[src/rtl/usb_rx_data_buffer.sv]
// Packet-aware receive byte FIFO: speculative writes, commit/abort, 1-cycle pop.
// Optional per-packet statistics: define USB_RXBUF_STATS_EN.
module usb_rx_data_buffer #(
   parameter int DEPTH  = 64,
   parameter int ADDR_W = 6
) (
   input  logic              clk,
   input  logic              rst,
   input  logic              fill_dbuff,
   input  logic [7:0]        rx_data,
   input  logic              pkt_commit,
   input  logic              pkt_abort,
   input  logic              dbuff_clr,
   input  logic              rd_en,
   output logic [7:0]        rd_data,
   output logic              rd_valid,
   output logic              fifo_empty,
   output logic              fifo_full,
   output logic              read_done,
   output logic [ADDR_W:0]   count,
   output logic              overflow
`ifdef USB_RXBUF_STATS_EN
   ,
   output logic [7:0]        pkt_cnt,
   output logic [7:0]        drop_cnt
`endif
);

   localparam logic [ADDR_W:0] DEPTH_P = (ADDR_W+1)'(DEPTH);

   logic [7:0]      mem [DEPTH];
   logic [ADDR_W:0] wr_ptr, cmt_ptr, rd_ptr;
   logic [ADDR_W:0] wr_nxt, cmt_nxt, rd_inc, wr_inc;
   logic            bad_pkt;
   logic            wr_ok, wr_drop, rd_ok;
   logic            bad_cmt, good_cmt;

   assign fifo_full  = (wr_ptr - rd_ptr) == DEPTH_P;
   assign fifo_empty = cmt_ptr == rd_ptr;
   assign count      = cmt_ptr - rd_ptr;

   assign wr_ok   = fill_dbuff & ~fifo_full;
   assign wr_drop = fill_dbuff & fifo_full;
   assign rd_ok   = rd_en & ~fifo_empty & ~dbuff_clr;
   assign rd_inc  = rd_ptr + 1'b1;
   assign wr_inc  = wr_ptr + {{ADDR_W{1'b0}}, wr_ok};

   // A byte dropped in the commit cycle itself still spoils the packet
   assign bad_cmt  = pkt_commit & ~pkt_abort & (bad_pkt | wr_drop);
   assign good_cmt = pkt_commit & ~pkt_abort & ~bad_cmt;

   always_comb begin
      wr_nxt  = wr_ptr;
      cmt_nxt = cmt_ptr;
      if (pkt_abort | bad_cmt) begin
         wr_nxt = cmt_ptr;
      end else if (good_cmt) begin
         wr_nxt  = wr_inc;
         cmt_nxt = wr_inc;
      end else begin
         wr_nxt = wr_inc;
      end
   end

   always_ff @(posedge clk) begin
      if (wr_ok & ~rst & ~dbuff_clr)
         mem[wr_ptr[ADDR_W-1:0]] <= rx_data;
   end

   always_ff @(posedge clk) begin
      if (rst) begin
         wr_ptr    <= '0;
         cmt_ptr   <= '0;
         rd_ptr    <= '0;
         bad_pkt   <= 1'b0;
         overflow  <= 1'b0;
         rd_valid  <= 1'b0;
         read_done <= 1'b0;
         rd_data   <= 8'h00;
      end else if (dbuff_clr) begin
         wr_ptr    <= '0;
         cmt_ptr   <= '0;
         rd_ptr    <= '0;
         bad_pkt   <= 1'b0;
         overflow  <= 1'b0;
         rd_valid  <= 1'b0;
         read_done <= 1'b0;
      end else begin
         wr_ptr  <= wr_nxt;
         cmt_ptr <= cmt_nxt;
         if (wr_drop)
            overflow <= 1'b1;
         if (pkt_abort | pkt_commit)
            bad_pkt <= 1'b0;
         else if (wr_drop)
            bad_pkt <= 1'b1;
         rd_valid  <= rd_ok;
         // compare against the post-commit pointer so new bytes cancel it
         read_done <= rd_ok & (rd_inc == cmt_nxt);
         if (rd_ok) begin
            rd_data <= mem[rd_ptr[ADDR_W-1:0]];
            rd_ptr  <= rd_inc;
         end
      end
   end

`ifdef USB_RXBUF_STATS_EN
   always_ff @(posedge clk) begin
      if (rst) begin
         pkt_cnt  <= 8'h00;
         drop_cnt <= 8'h00;
      end else if (!dbuff_clr) begin
         if (good_cmt && pkt_cnt != 8'hFF)
            pkt_cnt <= pkt_cnt + 8'h01;
         if ((pkt_abort | bad_cmt) && drop_cnt != 8'hFF)
            drop_cnt <= drop_cnt + 8'h01;
      end
   end
`endif

endmodule

[config.mk]
export PLATFORM = sky130hd
export DESIGN_NAME = usb_rx_data_buffer
export DESIGN_NICKNAME = d
export VERILOG_FILES = /design/src/rtl/usb_rx_data_buffer.sv
export SDC_FILE = /design/constraint.sdc
export NUM_CORES = 1
export LEC_CHECK = 0
export ABC_AREA = 0
export CAP_MARGIN = 20
export CORE_UTILIZATION = 40
export DETAILED_ROUTE_END_ITERATION = 7
export PLACE_DENSITY = 0.66
export SLEW_MARGIN = 20
export SYNTH_ARGS = -nofsm -noshare
export SYNTH_HDL_FRONTEND = slang
export SYNTH_SLANG_ARGS = --single-unit
[constraint.sdc]
create_clock -name clk -period 8.9 [get_ports clk]
set_input_delay 1.78 -clock clk [delete_from_list [all_inputs] [get_ports clk]]
set_output_delay 1.78 -clock clk [all_outputs]
set_load 0.005 [all_outputs]
==> results of run 1 <==
[final timing paths]
check | depth (start not counted) | startpoint | to | slack, ns
max | 7 | rd_ptr[4] | fifo_full | 2.40
min | 2 | rd_data[6] | rd_data[6] | 0.46
max reg2reg | 9 | rd_ptr[4] | mem[43][4] | 3.24
min reg2reg | 2 | rd_data[6] | rd_data[6] | 0.46
[worst reg2reg max path, cell delays in order (launching register included)]
cell and delay, ns:
dfxtp_1 0.59, clkinv_1 0.89, ha_1 0.70, nor2_1 0.09, nor3b_1 0.35, o31a_1 0.23, nor3_1 0.13, nor4b_1 0.79
nand2_1 0.72, nor2_1 0.81
[state kept, by name, summed over array words and instances (netlist names)]
signal and cells:
rd_ptr 7, mem 512, read_done 1, cmt_ptr 7, overflow 1, bad_pkt 1
wr_ptr 7, rd_valid 1, rd_data 8
[layout make-up]
| class | instances | area share (%) |
|---|---|---|
| clock buffer | 67 | 5.750 |
| clock inverter | 29 | 0.6989 |
| inverter | 13 | 0.2004 |
| multi-input combinational | 461 | 22.21 |
| sequential | 545 | 65.89 |
| tap | 696 | 3.577 |
| timing repair buffer | 48 | 1.665 |
[synthesized netlist by cell type, types with 7 or more instances]
| library cell | count | area (um2) |
|---|---|---|
| nand2_1 | 45 | 168.9 |
| nor2b_1 | 7 | 43.79 |
| nor2_1 | 102 | 382.9 |
| dfxtp_1 | 33 | 660.6 |
| xor2_1 | 11 | 96.34 |
| xnor2_1 | 15 | 131.4 |
| ha_1 | 15 | 187.7 |
| buf_1 | 10 | 37.54 |
| and3_1 | 10 | 62.56 |
| nand3_1 | 7 | 35.03 |
| clkbuf_1 | 30 | 112.6 |
| a21oi_1 | 18 | 90.09 |
| mux2i_1 | 11 | 110.1 |
| inv_1 | 12 | 45.04 |
| edfxtp_1 | 512 | 15370 |
| buf_2 | 15 | 75.07 |
| mux4_2 | 162 | 3649 |
[per-layer routing]
metal,wire length [um],global-route usage (%)
met1,21130,26.03
met2,21770,26.48
met3,3785,3.858
met4,1041,5.044
met5,0,0
[power by group through the flow]
stage	logic (W)	registers (W)	clock network [W]
floorplan	0.0000365	0.00286	0
global placement	0.000101	0.00286	0
detailed placement	0.000102	0.00286	0
CTS	0.000102	0.00281	0.00210
global route	0.000107	0.00280	0.00219
finish	0.0000997	0.00281	0.00206
[placed cells by master (no fill, tap or decap), types with 4 or more instances in the layout]
| cell | synthesis | final |
|---|---|---|
| ha_1 | 15 | 15 |
| buf_4 | 1 | 14 |
| buf_2 | 15 | 8 |
| nor2b_1 | 7 | 7 |
| clkbuf_16 | 0 | 54 |
| inv_1 | 12 | 10 |
| nand2_1 | 45 | 45 |
| a21o_1 | 4 | 4 |
| nand2b_1 | 6 | 6 |
| xnor2_1 | 15 | 15 |
| clkbuf_1 | 30 | 13 |
| and3_1 | 10 | 10 |
| o21ai_0 | 5 | 5 |
| nand3_1 | 7 | 7 |
| dfxtp_1 | 33 | 30 |
| xor2_1 | 11 | 11 |
| clkinv_2 | 0 | 9 |
| clkdlybuf4s50_1 | 0 | 26 |
| a21oi_1 | 18 | 18 |
| mux2i_1 | 11 | 11 |
| or2_2 | 4 | 4 |
| nor3_1 | 4 | 4 |
| clkinv_1 | 1 | 19 |
| edfxtp_1 | 512 | 512 |
| nor2_1 | 102 | 102 |
| mux4_2 | 162 | 162 |
| a311oi_1 | 6 | 6 |
[through the flow]
step / power (W) / cell area, um2 / hold slack, ns / worst slack [ns]
floorplan: 0.002895 / 21740 / 0.4527 / 4.650
global placement: 0.002961 / 22780 / 0.4527 / 3.501
detailed placement: 0.002962 / 22780 / 0.4493 / 3.336
CTS: 0.005007 / 24350 / 0.4574 / 2.844
global route: 0.005100 / 24350 / 0.4956 / 2.057
finish: 0.004966 / 24350 / 0.4631 / 2.405
[cells by family after synthesis]
family | after synthesis | synth area share [%]
buf+inv | 70 | 1.347
mux | 174 | 17.34
simple gates | 200 | 4.098
xor+xnor | 26 | 1.048
flops | 545 | 73.77
fa+ha+maj | 16 | 0.9555
compound gates | 45 | 1.439
==> qor.txt, run 1 <==
Outcome = complete, no violations
Sink Count = 545
CTS Buf Count = 53
Skew-Pair Late Insertion Delay = 0.60 ns
Placed cells = 1763
Clock Skew = 0.03001 ns
Share of cells above drive strength 1 = 22.70%
Fin cells = 1859
Mapped Nets = 1107
Slew @ Worst Pin = 1.063 ns
Worst Path Arrival = 4.72 ns
Tcrit/Tclk final = 72.98%
Syn Area/Cell = 20.20 um2
Gr ovfl total = 0
Num rows = 85
Net Sw Power = 0.0009967 W
Final min period = 6.495 ns
# hold bufs at CTS = 0
Crit-path slowest cell = clkinv_1
Top delay family on crit path = buffers and inverters
Root Buffer = clkbuf_16
Max-slew headroom = 28.69%
Seq pwr share = 56.5%
Die area = 0.05528 mm2
IO Port Bufs = 34
Worst hold-check path type = flip-flop to flip-flop
Internal Power = 0.003970 W
Core Region = 0.05371 mm2
Critical path endpoint category = output port
Post-layout util = 45.33%
Initial drt markers = 1186
# diodes = 0
RePlAce Congestion = 0.8092
CTS resizes = 0
CP bufs+invs = 2
Die span in x = 235.1 um
Number of flops mapped to enable cells by yosys = 512
First-pass GRT wire length = 71820 um
PD cells = 204.0 mW/mm2
Comb pwr share = 2.0%
Crit-path max FO = 21
Via count = 10480
Vias per cell = 5.636
Seq/Total Area, Yosys = 73.77%
Cell Chain, Critical Path = clkinv_1 > ha_1 > nor2_1 > xnor2_1 > a2111o_1 > nor3_1 > clkdlybuf4s50_1
Worst Path Required = 7.12 ns
Synth Instances = 1076
Layout area overhead = 12.01%
Sw frac = 20.07%
CP Class = flip-flop to output port
CTS tree = yes
RSZ-0062 raised after global routing = false
Hpwl dp = 28940 um
Number of library cell types mapped by synthesis = 46
# DRC = 0
Setup tns final = 0 ns
Drt first pass iters = 6
Lkg Pwr = 7.375 nW
Postcts setup bufs = 0
GRT Total Usage = 17.66%
# IOs = 35
CTS clk-pin slew, worst paths = 0.06 ns
Max VDD drop = 0.0001457 V
Max stage delay on crit path = 0.88 ns
Slew Viols, Final = 0
Vias in the first global route = 10700
Yosys warns = 0
Clk buf depth = 3
Die Y = 235.1 um
Fillers = 4440
Ys flop type = edfxtp_1
Synth Register Bits = 545
Initial antenna violation count = 0
Largest net degree at the start of global routing = 65
DRT Wirelength = 47730 um
Htree depth = 2
Clock power share = 41.5%
Area of the multi-input gates = 0.005409 mm2
Antenna-violating nets left = 0
Max-cap viol count = 0
Fin nets = 1153
Synth Cell Area = 0.02174 mm2
WL/cell = 25.67 um
Endpoints failing setup = 0
FF/Latch Area = 0.01604 mm2
Final Hold Viols = 0
Initial Util = 40.47%
Element type at the critical path start = flip-flop
Fraction of registers with async set/reset = 0%
FMAX = 154.0 MHz
Note: power is estimated with default switching activity, not from simulation.
==> run 2: changes to the inputs <==
- clock period: 8.9 -> 6 ns (I/O delays scaled with it)
==> run 2 against run 1 <==
  * Die area unchanged
  * Routed wire length down 0.45%
  * Worst hold slack worse by 0.0030 ns
  * Critical path type unchanged
  * Largest cell class unchanged
  * Non-clock buffer count rose by 4
==> qor.txt, run 2 (synthesized netlist as in run 1, its figures left out) <==
PD cells = 312.5 mW/mm2 (+53%)
# diodes = 0 (unchanged)
Most common cell after layout, fill and taps aside = edfxtp_1
First-pass GRT wire length = 71740 um (-0.11%)
Commonest cells after routing, fill and taps aside = edfxtp_1, mux4_2, nor2_1
Max VDD drop = 0.0001952 V (+34%)
Net Sw Power = 0.001547 W (+55%)
Final Hold Viols = 0 (unchanged)
Fin nets = 1158 (+0.43%)
Largest net degree at the start of global routing = 71 (+9.2%)
Initial Util = 40.47% (unchanged)
CTS tree = yes
Antenna-violating nets left = 0 (unchanged)
Clk buf depth = 3 (unchanged)
RSZ-0062 raised after global routing = false
Drt first pass iters = 5 (-1)
Via count = 10440 (-0.35%)
Endpoints failing setup = 0 (unchanged)
Fin cells = 1869 (+0.54%)
Clock power share = 44.0% (+2.5 points)
Worst Path Required = 4.80 ns (-2.32 ns)
Largest register FFs = 512 (unchanged)
Outcome = complete, no violations
# IOs = 35 (unchanged)
Postcts setup bufs = 0 (unchanged)
Worst Path Arrival = 3.80 ns (-0.92 ns)
Hpwl dp = 29050 um (+0.38%)
DRT Wirelength = 47510 um (-0.45%)
Root Buffer = clkbuf_16
Num rows = 85 (unchanged)
Comb pwr share = 1.9% (about the same)
Seq pwr share = 54.1% (-2.4 points)
Htree depth = 2 (unchanged)
Tcrit/Tclk final = 83.40%
Share of cells above drive strength 1 = 24.89% (+2.2 points)
CTS clk-pin slew, worst paths = 0.06 ns (about the same)
Max-cap viol count = 0 (unchanged)
Initial drt markers = 1187 (+0.084%)
Max-slew headroom = 29.98% (+1.3 points)
Initial antenna violation count = 1 (+1)
Vias in the first global route = 10670 (-0.22%)
Sw frac = 20.12% (+0.051 points)
Setup tns final = 0 ns (unchanged)
WL/cell = 25.42 um (-0.98%)
CP Class = flip-flop to output port
RePlAce Congestion = 0.8162 (+0.87%)
Clock Skew = 0.01988 ns (-0.01013 ns)
Crit-path max FO = 11 (-48%)
Die Y = 235.1 um (unchanged)
Element type at the critical path start = flip-flop
CTS Buf Count = 54 (+1.9%)
CTS resizes = 0 (unchanged)
Core Region = 0.05371 mm2 (unchanged)
Final min period = 5.004 ns
# DRC = 0 (unchanged)
# hold bufs at CTS = 0 (unchanged)
IO Port Bufs = 34 (unchanged)
Gr ovfl total = 0 (unchanged)
GRT Total Usage = 17.60% (-0.052 points)
Power, Total = 0.007691 W (+55%)
FMAX = 199.8 MHz
Slew @ Worst Pin = 1.046 ns (-0.01672 ns)
Cell Chain, Critical Path = clkinv_1 > ha_1 > xnor2_1 > a2111o_1 > nor3_1 > clkdlybuf4s50_1
Internal Power = 0.006144 W (+55%)
Slew Viols, Final = 0 (unchanged)
Critical path endpoint category = output port
Worst hold-check path type = flip-flop to flip-flop
Layout area overhead = 13.23%
Skew-Pair Late Insertion Delay = 0.60 ns (about the same)
Die area = 0.05528 mm2 (unchanged)
Placed cells = 1766 (+0.17%)
Max stage delay on crit path = 0.63 ns (-0.25 ns)
Die span in x = 235.1 um (unchanged)
Crit-path slowest cell = clkdlybuf4s50_1
Lkg Pwr = 7.501 nW (+1.7%)
Sink Count = 545 (unchanged)
Vias per cell = 5.586 (-0.89%)
==> run 2: per-stage QoR <==
step	utilization [%]	setup WS (ns)	hold WS (ns)	instance area [um2]
after floorplan	-	2.011	0.4527	21740
after global placement	42.45	1.211	0.4515	22800
after detailed placement	42.45	1.088	0.4559	22800
after CTS	45.81	0.9505	0.4648	24600
after global routing	45.83	0.7761	0.4908	24610
final	45.83	0.9961	0.4601	24610
==> run 2: area by class of cell <==
cell class	count	area, um2
fillers	4409	29100
inverters	13	48.80
flip-flops and latches	545	16040
repair buffers	52	435.4
multi-input cells	461	5409
clock buffers	58	1388
clock inverters	44	416.7
well taps	696	870.8
==> run 2: final timing paths <==
check	start	end	slack (ns)	cells after the start
max	rd_ptr[5]	fifo_full	1.0	6
min reg2reg	rd_data[5]	rd_data[5]	0.46	2
min	rd_data[5]	rd_data[5]	0.46	2
max reg2reg	rd_ptr[5]	mem[47][2]	1.19	8
==> run 2: per-layer routing <==
| metal | track usage [%] | part of all wire, % | vias to the layer above |
|---|---|---|---|
| li1 | - | - | 4486 |
| met1 | 25.96 | 44 | 5502 |
| met2 | 27.00 | 47 | 396 |
| met3 | 3.471 | 7.7 | 56 |
| met4 | 4.346 | 1.6 | 0 |
| met5 | 0 | 0 | - |
==> run 2: power groups by stage <==
stage | Combinational [W] | Clock (W) | Sequential, W
2_1_floorplan | 0.0000542 | 0 | 0.00424
3_3_place_gp | 0.000150 | 0 | 0.00424
3_5_place_dp | 0.000152 | 0 | 0.00424
4_1_cts | 0.000152 | 0.00343 | 0.00416
5_1_grt | 0.000161 | 0.00357 | 0.00416
6_report | 0.000149 | 0.00338 | 0.00416
==> run 2: worst max-delay path: cells and delay by family, from the launching register on <==
| kind | cells | cell delay [ns] |
|---|---|---|
| buffers and inverters | 2 | 1.05 |
| and+or+nand+nor | 1 | 0.60 |
| DFF | 1 | 0.51 |
| adders and majority gates | 1 | 0.46 |
| AOI/OAI and AO/OA | 1 | 0.42 |
| xor gates and xnor gates | 1 | 0.16 |
==> run 3: changes to the inputs <==
- PLACE_DENSITY: 0.66 -> 0.68
- clock period: 6 -> 4.1 ns (I/O delays scaled with it)
==> run 3 against run 2 <==
  * Routed wire length fell by 0.62%
  * Power grew 45%
  * Combinational power grew 43%
  * Clock power grew 44%
  * Die area did not move
  * Clock-buffer cell count is 6 higher
  * Critical path type unchanged
  * Flip-flop and latch count unchanged
  * Global-route usage fell by 0.17 points
  * Critical path depth rose by 1
  * Worst setup slack got worse by 0.84 ns
==> qor.txt, run 3 (synthesized netlist as in run 1, its figures left out) <==
Outcome = complete, no violations
CP Class = flip-flop to output port
CP startpoint = rd_ptr[5]
Reg2reg setup slack = 0.16 ns (-1.03 ns)
First-pass GRT wire length = 71330 um (-0.57%)
R2R Path Start = rd_ptr[5]
Slew Viols, Final = 0 (unchanged)
Die Y = 235.1 um (unchanged)
Initial antenna violation count = 1 (unchanged)
Final Hold Viols = 0 (unchanged)
Fillers = 4379 (-0.68%)
DRT Wirelength = 47220 um (-0.62%)
Share of cells above drive strength 1 = 28.27% (+3.4 points)
Max-slew headroom = 31.11% (+1.1 points)
Skew-Pair Late Insertion Delay = 0.60 ns (about the same)
Vias in the first global route = 10950 (+2.6%)
WL/cell = 24.33 um (-4.3%)
Initial Util = 40.47% (unchanged)
FMAX = 253.3 MHz
CTS tree = yes
Gr ovfl total = 0 (unchanged)
Max VDD drop = 0.0002924 V (+50%)
Final instance area = 0.02512 mm2 (+2.1%)
Core Region = 0.05371 mm2 (unchanged)
Root Buffer = clkbuf_16
Largest register FFs = 512 (unchanged)
Tcrit/Tclk final = 96.28%
Die span in x = 235.1 um (unchanged)
Postcts setup bufs = 0 (unchanged)
# diodes = 0 (unchanged)
Vias per cell = 5.550 (-0.64%)
Area of the multi-input gates = 0.005409 mm2 (unchanged)
GRT Total Usage = 17.44% (-0.17 points)
Drt first pass iters = 7 (+2)
IO Port Bufs = 34 (unchanged)
PD cells = 444.6 mW/mm2 (+42%)
Worst Setup EP = fifo_full
# IOs = 35 (unchanged)
Antenna-violating nets left = 0 (unchanged)
CTS Buf Count = 54 (unchanged)
Element type at the critical path start = flip-flop
Via count = 10770 (+3.2%)
Sink Count = 545 (unchanged)
Num rows = 85 (unchanged)
CTS clk-pin slew, worst paths = 0.07 ns (about the same)
Commonest cells after routing, fill and taps aside = edfxtp_1, mux4_2, nor2_1
Most common cell after layout, fill and taps aside = edfxtp_1
FF/Latch Area = 0.01604 mm2 (unchanged)
Critical path endpoint category = output port
Lkg Pwr = 7.884 nW (+5.1%)
Power, Total = 0.01117 W (+45%)
Worst Path Arrival = 3.13 ns (-0.67 ns)
Die area = 0.05528 mm2 (unchanged)
Largest net degree at the start of global routing = 75 (+5.6%)
Final min period = 3.948 ns
Initial drt markers = 1130 (-4.8%)
Setup tns final = 0 ns (unchanged)
CTS resizes = 0 (unchanged)
Layout area overhead = 15.58%
# hold bufs at CTS = 0 (unchanged)
RePlAce Congestion = 0.8820 (+8.1%)
Hpwl dp = 29050 um (about the same)
Htree depth = 2 (unchanged)
Slew @ Worst Pin = 1.033 ns (-0.01318 ns)
RSZ-0062 raised after global routing = true
Endpoints failing setup = 0 (unchanged)
Worst reg2reg endpoint = mem[52][3]
Worst hold-check path type = flip-flop to flip-flop
Max-cap viol count = 0 (unchanged)
Dpl cell area = 0.02338 mm2 (+2.5%)
# DRC = 0 (unchanged)
Worst Path Required = 3.28 ns (-1.52 ns)
Clk buf depth = 3 (unchanged)
Clock Skew = 0.01175 ns (-0.008129 ns)
Crit-path max FO = 10 (-1)
Fin nets = 1231 (+6.3%)
Worst reg2reg path depth = 11 (+3)
[run 3: how the worst min path moves through the flow]
stage / from / to / slack [ns] / cells after the start
after global routing: rd_data[1] / rd_data[1] / 0.50 / 2
after detailed placement: overflow / overflow / 0.46 / 2
after global placement: rd_data[5] / rd_data[5] / 0.46 / 2
after floorplan: rd_data[5] / rd_data[5] / 0.45 / 2
after CTS: rd_data[6] / rd_data[6] / 0.48 / 2
final: rd_data[6] / rd_data[6] / 0.48 / 2
[run 3: routing by layer]
layer / wire (um) / share of wire, % / up-vias / GRT usage [%]
met5: 13 / 0.028 / - / 0
met4: 1086 / 2.3 / 2 / 4.904
met3: 2899 / 6.1 / 75 / 2.920
met2: 22080 / 47 / 361 / 26.89
met1: 21140 / 45 / 5702 / 25.70
li1: - / - / 4633 / -
[run 3: final cells by class]
class / count / area share [%]
Clock inverter: 37 / 1.315
Multi-Input combinational cell: 461 / 21.53
Sequential cell: 545 / 63.86
Timing Repair Buffer: 125 / 4.024
Tap cell: 696 / 3.466
Clock buffer: 64 / 5.613
Inverter: 13 / 0.1942
[run 3: critical path, stage by stage, from the launching register on]
cell and delay [ns]:
dfxtp_1 0.51, clkinv_1 0.15, ha_1 0.34, xnor2_1 0.15, a2111o_1 0.42, nor3_1 0.25
buf_4 0.20, clkdlybuf4s50_1 0.51
[run 3: stage by stage]
| stage | worst slack (ns) | util [%] | cells | hold slack, ns |
|---|---|---|---|---|
| 2_1_floorplan | 0.1115 | - | 1076 | 0.4527 |
| 3_3_place_gp | 0.5048 | 43.51 | 1840 | 0.4632 |
| 3_5_place_dp | 0.2587 | 43.52 | 1840 | 0.4620 |
| 4_1_cts | 0.1688 | 46.77 | 1941 | 0.4804 |
| 5_1_grt | -0.02358 | 46.78 | 1941 | 0.5040 |
| 6_report | 0.1524 | 46.78 | 1941 | 0.4767 |
[run 3: report_power, final]
part           total, W  internal, W  switching (W)
logic          0.000213    0.0000651       0.000148
clock network   0.00487      0.00283        0.00204
registers       0.00609      0.00608     0.00000330
